## src/rtl/phase_sequencer.sv

```systemverilog
// phase_sequencer: registered 8-phase instruction sequencer for the VeriRISC core.
// Decides run / memory-stall / single-step / halt, and counts retired instructions.
// Optional watchdog on memory stalls: define PHASE_SEQ_WATCHDOG_EN to build it in.
//
// Ports:
//   clk, rst_          clock (rising edge) and asynchronous active-low reset
//   run                one-cycle start/resume pulse (IDLE, STEP_HOLD, HALTED)
//   step_mode, step    stop at every instruction boundary / release one instruction
//   halt               controller halt, honoured only when phase 4 advances
//   mem_req, mem_ready memory handshake; a request without ready inserts wait states
//   phase              registered phase fed to the controller
//   running, stalled   state flags (RUN or WAIT / WAIT only)
//   instr_done         one-cycle pulse after each 7->0 phase wrap
//   instr_count        retired instructions, wraps
//   timeout_err        sticky watchdog trip flag (tied 0 without the watchdog)
module phase_sequencer #(
  parameter int PHASE_WIDTH = 3,
  parameter int CNT_WIDTH   = 16,
  parameter int MEM_TIMEOUT = 15
) (
  input  logic                   clk,
  input  logic                   rst_,
  input  logic                   run,
  input  logic                   step_mode,
  input  logic                   step,
  input  logic                   halt,
  input  logic                   mem_req,
  input  logic                   mem_ready,
  output logic [PHASE_WIDTH-1:0] phase,
  output logic                   running,
  output logic                   stalled,
  output logic                   instr_done,
  output logic [CNT_WIDTH-1:0]   instr_count,
  output logic                   timeout_err
);

  // The wait counter is 8 bits wide, so the stall limit must fit in it.
  if (MEM_TIMEOUT < 1 || MEM_TIMEOUT > 255) begin : g_bad_mem_timeout
    $error("phase_sequencer: MEM_TIMEOUT must be in 1..255");
  end

  localparam logic [2:0] S_IDLE = 3'd0;
  localparam logic [2:0] S_RUN  = 3'd1;
  localparam logic [2:0] S_WAIT = 3'd2;
  localparam logic [2:0] S_HOLD = 3'd3;
  localparam logic [2:0] S_HALT = 3'd4;

  localparam logic [PHASE_WIDTH-1:0] PH_HALT = PHASE_WIDTH'(4);
  localparam logic [PHASE_WIDTH-1:0] PH_LAST = PHASE_WIDTH'(7);

  logic [2:0]             state_q, state_d;
  logic [PHASE_WIDTH-1:0] phase_q, phase_d;
  logic                   done_q, done_d;
  logic [CNT_WIDTH-1:0]   count_q, count_d;

  // Result of a normal phase advance; shared by RUN and by WAIT when memory completes.
  logic [2:0]             adv_state;
  logic [PHASE_WIDTH-1:0] adv_phase;
  logic                   adv_done;
  logic [CNT_WIDTH-1:0]   adv_count;

`ifdef PHASE_SEQ_WATCHDOG_EN
  localparam logic [7:0] TIMEOUT_LIM = 8'(MEM_TIMEOUT);
  logic [7:0] wait_cnt_q, wait_cnt_d;
  logic       terr_q, terr_d;
`endif

  always_comb begin
    adv_state = S_RUN;
    adv_phase = phase_q + PHASE_WIDTH'(1);
    adv_done  = 1'b0;
    adv_count = count_q;
    if (phase_q == PH_HALT && halt) begin
      // Halt retires nothing: no pulse, count untouched.
      adv_state = S_HALT;
      adv_phase = '0;
    end else if (phase_q == PH_LAST) begin
      adv_phase = '0;
      adv_done  = 1'b1;
      adv_count = count_q + CNT_WIDTH'(1);
      adv_state = step_mode ? S_HOLD : S_RUN;
    end
  end

  always_comb begin
    state_d = state_q;
    phase_d = phase_q;
    done_d  = 1'b0;
    count_d = count_q;
`ifdef PHASE_SEQ_WATCHDOG_EN
    wait_cnt_d = wait_cnt_q;
    terr_d     = terr_q;
`endif
    case (state_q)
      S_IDLE: begin
        phase_d = '0;
        if (run) state_d = S_RUN;
      end
      S_RUN: begin
        if (mem_req && !mem_ready) begin
          // Stall takes priority over everything, including a phase-4 halt.
          state_d = S_WAIT;
`ifdef PHASE_SEQ_WATCHDOG_EN
          wait_cnt_d = 8'd1;
`endif
        end else begin
          state_d = adv_state;
          phase_d = adv_phase;
          done_d  = adv_done;
          count_d = adv_count;
        end
      end
      S_WAIT: begin
        if (mem_ready) begin
          state_d = adv_state;
          phase_d = adv_phase;
          done_d  = adv_done;
          count_d = adv_count;
`ifdef PHASE_SEQ_WATCHDOG_EN
          wait_cnt_d = 8'd0;
        end else if (wait_cnt_q == TIMEOUT_LIM) begin
          state_d    = S_HALT;
          phase_d    = '0;
          terr_d     = 1'b1;
          wait_cnt_d = 8'd0;
        end else begin
          wait_cnt_d = wait_cnt_q + 8'd1;
`endif
        end
      end
      S_HOLD: begin
        phase_d = '0;
        if (step || run) state_d = S_RUN;
      end
      S_HALT: begin
        phase_d = '0;
        if (run) begin
          state_d = S_RUN;
`ifdef PHASE_SEQ_WATCHDOG_EN
          terr_d  = 1'b0;
`endif
        end
      end
      default: begin
        state_d = S_IDLE;
        phase_d = '0;
      end
    endcase
  end

  always_ff @(posedge clk or negedge rst_) begin
    if (!rst_) begin
      state_q <= S_IDLE;
      phase_q <= '0;
      done_q  <= 1'b0;
      count_q <= '0;
    end else begin
      state_q <= state_d;
      phase_q <= phase_d;
      done_q  <= done_d;
      count_q <= count_d;
    end
  end

`ifdef PHASE_SEQ_WATCHDOG_EN
  always_ff @(posedge clk or negedge rst_) begin
    if (!rst_) begin
      wait_cnt_q <= 8'd0;
      terr_q     <= 1'b0;
    end else begin
      wait_cnt_q <= wait_cnt_d;
      terr_q     <= terr_d;
    end
  end
  assign timeout_err = terr_q;
`else
  assign timeout_err = 1'b0;
`endif

  assign phase       = phase_q;
  assign running     = (state_q == S_RUN) || (state_q == S_WAIT);
  assign stalled     = (state_q == S_WAIT);
  assign instr_done  = done_q;
  assign instr_count = count_q;

endmodule

```

## config.mk

```make
export PLATFORM = sky130hd
export DESIGN_NAME = phase_sequencer
export DESIGN_NICKNAME = d
export VERILOG_FILES = /design/src/rtl/phase_sequencer.sv
export SDC_FILE = /design/constraint.sdc
export NUM_CORES = 1
export LEC_CHECK = 0
export BUFFER_PORTS_ARGS = -buffer_cell sky130_fd_sc_hd__buf_2
export CORE_MARGIN = 10
export CORE_UTILIZATION = 35
export DETAILED_ROUTE_END_ITERATION = 8
export REMOVE_ABC_BUFFERS = 1
export SYNTH_ARGS = -nofsm -noshare
export SYNTH_HDL_FRONTEND = slang
export SYNTH_SLANG_ARGS = --single-unit
```

## constraint.sdc

```tcl
create_clock -name clk -period 4.21 [get_ports clk]
set_input_delay 0.2105 -clock clk [delete_from_list [all_inputs] [get_ports clk]]
set_output_delay 0.2105 -clock clk [all_outputs]
set_load 0.02 [all_outputs]
```

# == Word-level counts from Yosys, hierarchy flattened ==
# Cells that the tools add are included.
# classes
mux,23
addsub,2
eq_ne,10
reduce_logical,11
# op_table
op,count
16-bit two-way mux,4
16-bit case mux with 2 select lines,1
3-bit two-way mux,9
"16-bit by 1-bit adder with 16-bit output, second input constant",1
3-bit case mux with 4 select lines,1
"3-bit == test, second input constant",3
"3-bit by 2-bit == test with 1-bit output, second input constant",2
"2-bit != test, second input constant",3
3-bit case mux with 2 select lines,1
3-bit AND reduction,2
1-bit two-way mux,4
2-bit two-way mux,2
"3-bit by 1-bit adder with 3-bit output, second input constant",1
"3-bit by 1-bit == test with 1-bit output, second input constant",1
3-bit zero test,1
1-bit logical AND,2
1-bit logical OR,2
"2-bit by 1-bit != test with 1-bit output, second input constant",1
1-bit case mux with 2 select lines,1
2-bit AND reduction,1
2-bit nonzero test,1
2-bit OR reduction,1
1-bit zero test,1
# word_totals
output_inout_bits,23
regBits,23
elab_cells,50

# == Longest topological paths before layout ==
# Gate-level depths: netlist of run 1.
# depth
depth_word,5
ltp_mapped,8
ltp_nobuf,7

# == Worst setup path before layout of run 1 ==
# No wires, ideal clock.
# synth_path
path_type,reg2reg
from,register phase_q[0] (netlist: phase[0])
to,register count_q[7] (netlist: instr_count[7])
synth_period_minus_slack_ns,1.814
slack_ns,2.396
required_time_ns,4.081
t_arrival_ns,1.684
stages_incl_launch_ff,8
setup_time_ns,0.129
cell_sequence,dfrtp_1 > inv_1 > ha_1 > nand3_1 > nand3_2 > nor4_4 > nand4_1 > xnor2_1
# synth_via
elab_chain_len,5
# synth_rtl
element,line,text
"start, declared",52,"logic [PHASE_WIDTH-1:0] phase_q, phase_d;"
"start signal, assigned",159,phase_q <= phase_d;
3-bit == test (on tied branches),"77, 73",
16-bit two-way mux / 1-bit logical AND (equally long branches),"77, 73",
16-bit two-way mux (*),73,if (phase_q == PH_HALT && halt) begin
16-bit two-way mux (on tied branches),"114, 100",
16-bit case mux with 2 select lines (*),94,case (state_q)
"end signal, assigned",161,count_q <= count_d;
"end, declared",54,"logic [CNT_WIDTH-1:0] count_q, count_d;"
# Mark *: on every way between the ends. The rest lies on a longest branch, timed or not. The select of a mux whose other input is x is not followed.
# A chain may end at the register's enable or synchronous reset.

# == Final worst setup path of run 1 ==
# layout_path
from,register phase_q[0] (netlist: phase[0])
to,register count_q[1] (netlist: instr_count[1])
# The elaborated chain is that of the path after synthesis.

==> metrics, run 1 <==
Yosys warning total 0; WL final between 2 and 3 mm; Clock Skews 0.00142 ns; Critical path origin phase[0]; worst-path cell chain inv_1 -> ha_1 -> nand3_1 -> nand3_2 -> nor3_4 -> mux2_2; CTS Buffer Depth 2; critical path arrival 2.14 ns; Die W 79.6 um; Initial Utilization 0.367; status finished clean; Leak 0.715 nW; peak supply drop 0.248 mV; adder-cell share of the synthesized area 0.0403; crit path launch type register; Tcrit/Tclk final 0.458; clk_lat worst skew 0.31 ns; worst reg2reg setup slack 2.28 ns; Detail Route Antenna Nets 0; placer's final routability congestion estimate 0.840; WP data required 4.42 ns; largest net degree at the start of global routing 24; drt wl/cell 13.5 um; worst hold path class in -> reg; clk slew on worst S/H paths 0.13 ns; Via density 4.93; reg2reg start phase[0]; Crit Path Class reg -> reg; DRC viols 0; post-synthesis compound-gate area fraction 0.106; Final Hold Vio Count 0; Synth-to-Final Area Change 16.1%; total CTS buffers 3; Total GRT Usage 0.0851; routed vias 932; CTS sink count 23; first-pass GRT wire length 4.42 mm; root buffer cell clkbuf_4; Crit Path Max Fanout 11; Place WS ~2.3 ns; Setup Buffers After CTS 0; Levels on crit path 6; ranking of synthesized cells by area dfrtp_1, xnor2_1, nand4_1; Max Clk Rate 518 MHz; reg2reg path depth 6; worst setup path endpoint instr_count[1]; Syn Inst Count between 100 and 150; CP bufs+invs 1; Worst Max-Slew Pin Slew 0.521 ns; Post-Synth XOR/XNOR Area 0.119; commonest cells after routing, fill and taps aside buf_2, dfrtp_1, nand2_1, xnor2_1, nand4_1; crit path time final 1.93 ns; grt ovf 0; post-synthesis sequential area ratio 0.463; max cap viols 0; largest family of logic cells by synthesized area simple AND/OR/NAND/NOR gates; Yosys top cell by area dfrtp_1; Die ar. between 6000 and 7000 sq um; initial antenna violation count 0; Crit path largest cell delay 0.43 ns; die height 79.6 um; # fillers 347; Avg Cell Area, Syn roughly 11 sq um; H-tree levels 1; CP max stage cell nor3_4; EDFF count, synth 0; CTS tree done; layout cells sized above 1 0.287; TritonRoute pass-1 iters 4; mux contribution to synthesized area 0.0181; Site Rows 21; # setup viols final 0; Post-Synth Simple-Gate Area 0.209; vias in the first global route 930; synthesis-stage register bit count 23; Crit. End Element register; placeable core region 3390 sq um; top cell type's share of synthesized area 0.463; worst setup margin 2.28 ns; most common cell after layout, fill and taps aside buf_2; PwrDens 423 nW/um^2; mapped cell area 1240 sq um; CP top delay family simple AND/OR/NAND/NOR gates; Antenna Diode Count 0; Slew Limit Headroom 0.652; Distinct cells, synth 31; post-synthesis async set-or-reset flop share 1.00; RSZ-0062 raised after global routing false; final number of max-transition violations 0; nets 156; Setup TNS 0 ns; top_reg_cell synth dfrtp_1; IO buf count 29; DRT iter0 DRCs 32; detailed placement HPWL 1.98 mm; R2R Path End instr_count[1]; IO Count 31
[worst register-to-register path, stage by stage, from the launching register on]
cell     delay (ns)
dfrtp_1        0.42
inv_1          0.06
ha_1           0.19
nand3_1        0.16
nand3_2        0.19
nor3_4         0.43
mux2_2         0.38
[sequential cells by signal, summed over array words and instances (netlist names)]
signal / cells
instr_done: 1
phase: 3
instr_count: 16
state_q: 3
[kinds of logic after synthesis]
kind of cell	after synthesis
compound gates	16
fa+ha+maj	4
other cells	1
buf+inv	8
flops	23
simple gates	44
mux	2
xor+xnor	16
[stage by stage]
step | power (mW) | instance area (sq um) | util | hold slack, ns | std cells
after detailed placement | 0.513 | 1410 | 0.415 | 0.223 | 184
after global placement | 0.506 | 1410 | 0.415 | 0.213 | 184
after global routing | 0.666 | 1440 | 0.426 | 0.230 | 189
after floorplan | 0.448 | 1200 | - | -0.0851 | 109
after CTS | 0.620 | 1440 | 0.426 | 0.222 | 189
final | 0.610 | 1440 | 0.426 | 0.239 | 189
[cell type report]
| type | count | area (sq um) | area share |
|---|---|---|---|
| Timing Repair Buffer | 30 | 155 | 0.108 |
| Tap cell | 46 | 57.6 | 0.0399 |
| Clock inverter | 1 | 5.00 | 0.00347 |
| Multi-Input combinational cell | 83 | 616 | 0.427 |
| Inverter | 3 | 11.3 | 0.00781 |
| Clock buffer | 3 | 22.5 | 0.0156 |
| Sequential cell | 23 | 576 | 0.399 |
[Yosys cell counts, drive strengths merged (4+ instances only)]
cell / n
dfrtp: 23
nand4: 9
xnor2: 14
and3: 5
ha: 4
nand2: 14
a22o: 4
buf: 5
nor2: 6
[worst min path at each step]
stage,from,end,cells after the start
global placement,rst_,instr_count[3],1
detailed placement,rst_,instr_count[3],1
floorplan,rst_,instr_count[0],0
CTS,step,state_q[0],4
global route,step,state_q[0],4
finish,step,state_q[0],4
[per-layer routing]
metal | wire length, um | share of wire | track usage
met5 | 0 | 0 | 0
met4 | 10 | 0.0039 | 0.0108
met3 | 211 | 0.082 | 0.0450
met2 | 1190 | 0.47 | 0.133
met1 | 1150 | 0.45 | 0.103
[report_power, final]
group          internal [mW]  switching, mW  total [mW]  leakage (nW)
clock                 0.0355         0.0693       0.105        0.0177
combinational         0.0876          0.131       0.218         0.384
sequential             0.245         0.0419       0.286         0.314
total                  0.368          0.242       0.610         0.715
[timing repair]
item	in CTS	in global routing
hold buffers	1	0
gates resized for setup	0	0
hold endpoints to repair	23	0
endpoints found under the setup margin	0	0
(Power assumes the default switching activity.)
==> run 2, diff against run 1 <==
--- a/config.mk
+++ b/config.mk
@@ -5,6 +5,7 @@
 export SDC_FILE = /design/constraint.sdc
 export NUM_CORES = 1
 export LEC_CHECK = 0
+export ABC_AREA = 1
 export BUFFER_PORTS_ARGS = -buffer_cell sky130_fd_sc_hd__buf_2
 export CORE_MARGIN = 10
 export CORE_UTILIZATION = 35
==> constraint.sdc (replaced) <==
create_clock -name clk -period 1.6 [get_ports clk]
set_input_delay 0.08 -clock clk [delete_from_list [all_inputs] [get_ports clk]]
set_output_delay 0.08 -clock clk [all_outputs]
set_load 0.02 [all_outputs]
==> metrics, run 2 <==
ranking of synthesized cells by area dfrtp_1, nand2_1, inv_1; layout cells sized above 1 0.246 (-0.0407); mapped cell area 1450 sq um (+17%); Die ar. 7110 sq um (+12%); commonest cells after routing, fill and taps aside nand2_1, buf_2, inv_1; drt wl/cell 11.8 um (-13%); total CTS buffers 3 (unchanged); # fillers 415 (+20%); RSZ-0062 raised after global routing true; Yosys top cell by area dfrtp_1; post-synthesis compound-gate area fraction 0.0440 (-0.0617); Post-Layout Cell Count 298 (+58%); H-tree levels 1 (unchanged); peak supply drop 0.600 mV (+140%); Crit path largest cell delay 0.41 ns (-0.02 ns); Site Rows 23 (+9.5%); CTS sink count 23 (unchanged); clk slew on worst S/H paths 0.08 ns (-0.05 ns); top cell type's share of synthesized area 0.397 (-0.0660); placed instance count 291 (+58%); CTS tree done; synthesis-stage register bit count 23 (unchanged); # setup viols final 0 (unchanged); status finished clean; post-synthesis async set-or-reset flop share 1.00 (unchanged); Synth-to-Final Area Change 25.6%; Crit Path Max Fanout 6 (-5); DRT iter0 DRCs 35 (+9.4%); IO Count 31 (unchanged); mux contribution to synthesized area 0 (-0.0181); Leak 0.975 nW (+36%); Crit. End Element register; IO buf count 29 (unchanged); Final Hold Vio Count 0 (unchanged); crit path time final 1.53 ns (-0.403 ns); Distinct cells, synth 22 (-29%); clk_lat worst skew 0.26 ns (-0.05 ns); max cap viols 0 (unchanged); HP Start step_mode; Slew Limit Headroom 0.657 (+0.00501); PwrDens 1060 nW/um^2 (+150%); CP max stage cell dfrtp_1; final number of max-transition violations 0 (unchanged); crit path launch type register; WP data required 1.76 ns (-2.66 ns); Post-Synth Simple-Gate Area 0.397 (+0.188); placeable core region 4000 sq um (+18%); placer's final routability congestion estimate 0.809 (-3.7%); grt ovf 0 (unchanged); root buffer cell clkbuf_8; vias in the first global route 1244 (+34%); Avg Cell Area, Syn 6.93 sq um (-36%); largest net degree at the start of global routing 24 (unchanged); Critical path origin phase[0]; top_reg_cell synth dfrtp_1; post-synthesis sequential area ratio 0.397 (-0.0660); worst-path cell chain ha_2 -> ha_4 -> nand2_2 -> inv_2 -> nand3_4 -> o21ai_4 -> inv_1 -> nand2_1 -> nand2_1; Syn Inst Count 209 (+83%); reg2reg start phase[0]; worst hold path class in -> reg; Detail Route Antenna Nets 0 (unchanged); routed vias 1369 (+47%); initial antenna violation count 0 (unchanged); WL final 3.52 mm (+38%); Total GRT Usage 0.0949 (+0.00979); Worst Max-Slew Pin Slew 0.514 ns (-0.00752 ns); GR Layer Usage met2 0.154 (+0.0200); Initial Utilization 0.362 (-0.00434); Multi-input gate area 795 sq um (+29%); GR Util met3 0.00966 (-0.0354); Die W 84.3 um (+6.0%); grt peak-use layer met2; first-pass GRT wire length 5.84 mm (+32%); Via density 4.59 (-6.8%); critical path arrival 1.68 ns (-0.46 ns); Yosys warning total 0 (unchanged); Post-Synth XOR/XNOR Area 0.0181 (-0.101); max reg flops 16 (unchanged); Clock Skews 0.00528 ns (+0.00386 ns); largest family of logic cells by synthesized area simple AND/OR/NAND/NOR gates; Setup TNS 0 ns (unchanged); detailed placement HPWL 2.65 mm (+34%); nets 261 (+67%); most common cell after layout, fill and taps aside nand2_1; Max Clk Rate 655 MHz (+26%); top cells by count, synth nand2_1, inv_1, dfrtp_1; adder-cell share of the synthesized area 0.0345 (-0.00574); most used cell, CP nand2_1; CTS Buffer Depth 2 (unchanged); TritonRoute pass-1 iters 4 (unchanged); hold slack final 0.170 ns (-0.0691 ns); DRC viols 0 (unchanged); cell with the most instances after synthesis nand2_1; Reg area 576 sq um (unchanged); Tcrit/Tclk final 0.954 (+0.496); EDFF count, synth 0 (unchanged); Antenna Diode Count 0 (unchanged); Crit Path Class reg -> reg; die height 84.3 um (+6.0%); routing usage on met1 0.123 (+0.0196)
## run 2: layout make-up
class | instances | area share
Sequential cell | 23 | 0.316
Clock buffer | 4 | 0.0247
Multi-Input combinational cell | 152 | 0.436
Timing Repair Buffer | 38 | 0.124
Tap cell | 50 | 0.0344
Inverter | 31 | 0.0639
## run 2: power by group
| group | switching [mW] | internal [mW] | total (mW) |
|---|---|---|---|
| combinational | 0.500 | 0.286 | 0.785 |
| sequential | 0.114 | 0.673 | 0.787 |
| clock | 0.187 | 0.178 | 0.365 |
## run 2: worst paths after layout
| check | slack, ns | to | cells past startpoint |
|---|---|---|---|
| max | 0.07 | instr_count[13] | 9 |
| min | 0.17 | state_q[1] | 5 |
| max reg2reg | 0.07 | instr_count[13] | 9 |
| min reg2reg | 0.50 | instr_count[15] | 2 |
| max in group asynchronous | 0.93 | instr_done | 2 |
| min in group asynchronous | 0.32 | instr_count[2] | 2 |
## run 2: cell families (layout without fill, tap and decap cells)
kind of cell | count (synthesis) | after routing
buf+inv | 34 | 73
flops | 23 | 23
xor+xnor | 3 | 3
other cells | 1 | 1
compound gates | 10 | 10
fa+ha+maj | 4 | 4
simple gates | 134 | 134
## run 2: stage by stage
stage / cell area, sq um / total power [mW] / setup slack [ns] / util
6_report: 1820 / 1.94 / 0.0739 / 0.455
5_1_grt: 1820 / 2.11 / -0.0442 / 0.455
4_1_cts: 1740 / 1.89 / 0.0291 / 0.435
3_5_place_dp: 1660 / 1.50 / 0.00391 / 0.416
3_3_place_gp: 1660 / 1.50 / 0.0648 / 0.416
2_1_floorplan: 1410 / 1.26 / -0.272 / -
## run 2: worst max-delay path: cells and delay by family (launching register included)
family	cells	cell delay, ns
flip-flops	1	0.41
AND/OR/NAND/NOR	4	0.28
adder cells (fa/ha/maj)	2	0.37
AO/OA/AOI/OAI	1	0.11
buffers and inverters	2	0.26
## run 2: per-layer routing
layer,up-vias,wire [um]
met5,-,0
met4,0,55
met3,4,69
met2,18,1750
met1,630,1650
li1,717,-
## run 2: repair_timing
item / in CTS / in global routing
resized for setup: 5 / 16
endpoints found under the setup margin: 7 / 16
endpoints found under the hold margin: 23 / 0
buffers inserted: 0 / 2
gates cloned: 0 / 0
pin swaps: 1 / 3
hold buffers: 1 / 0
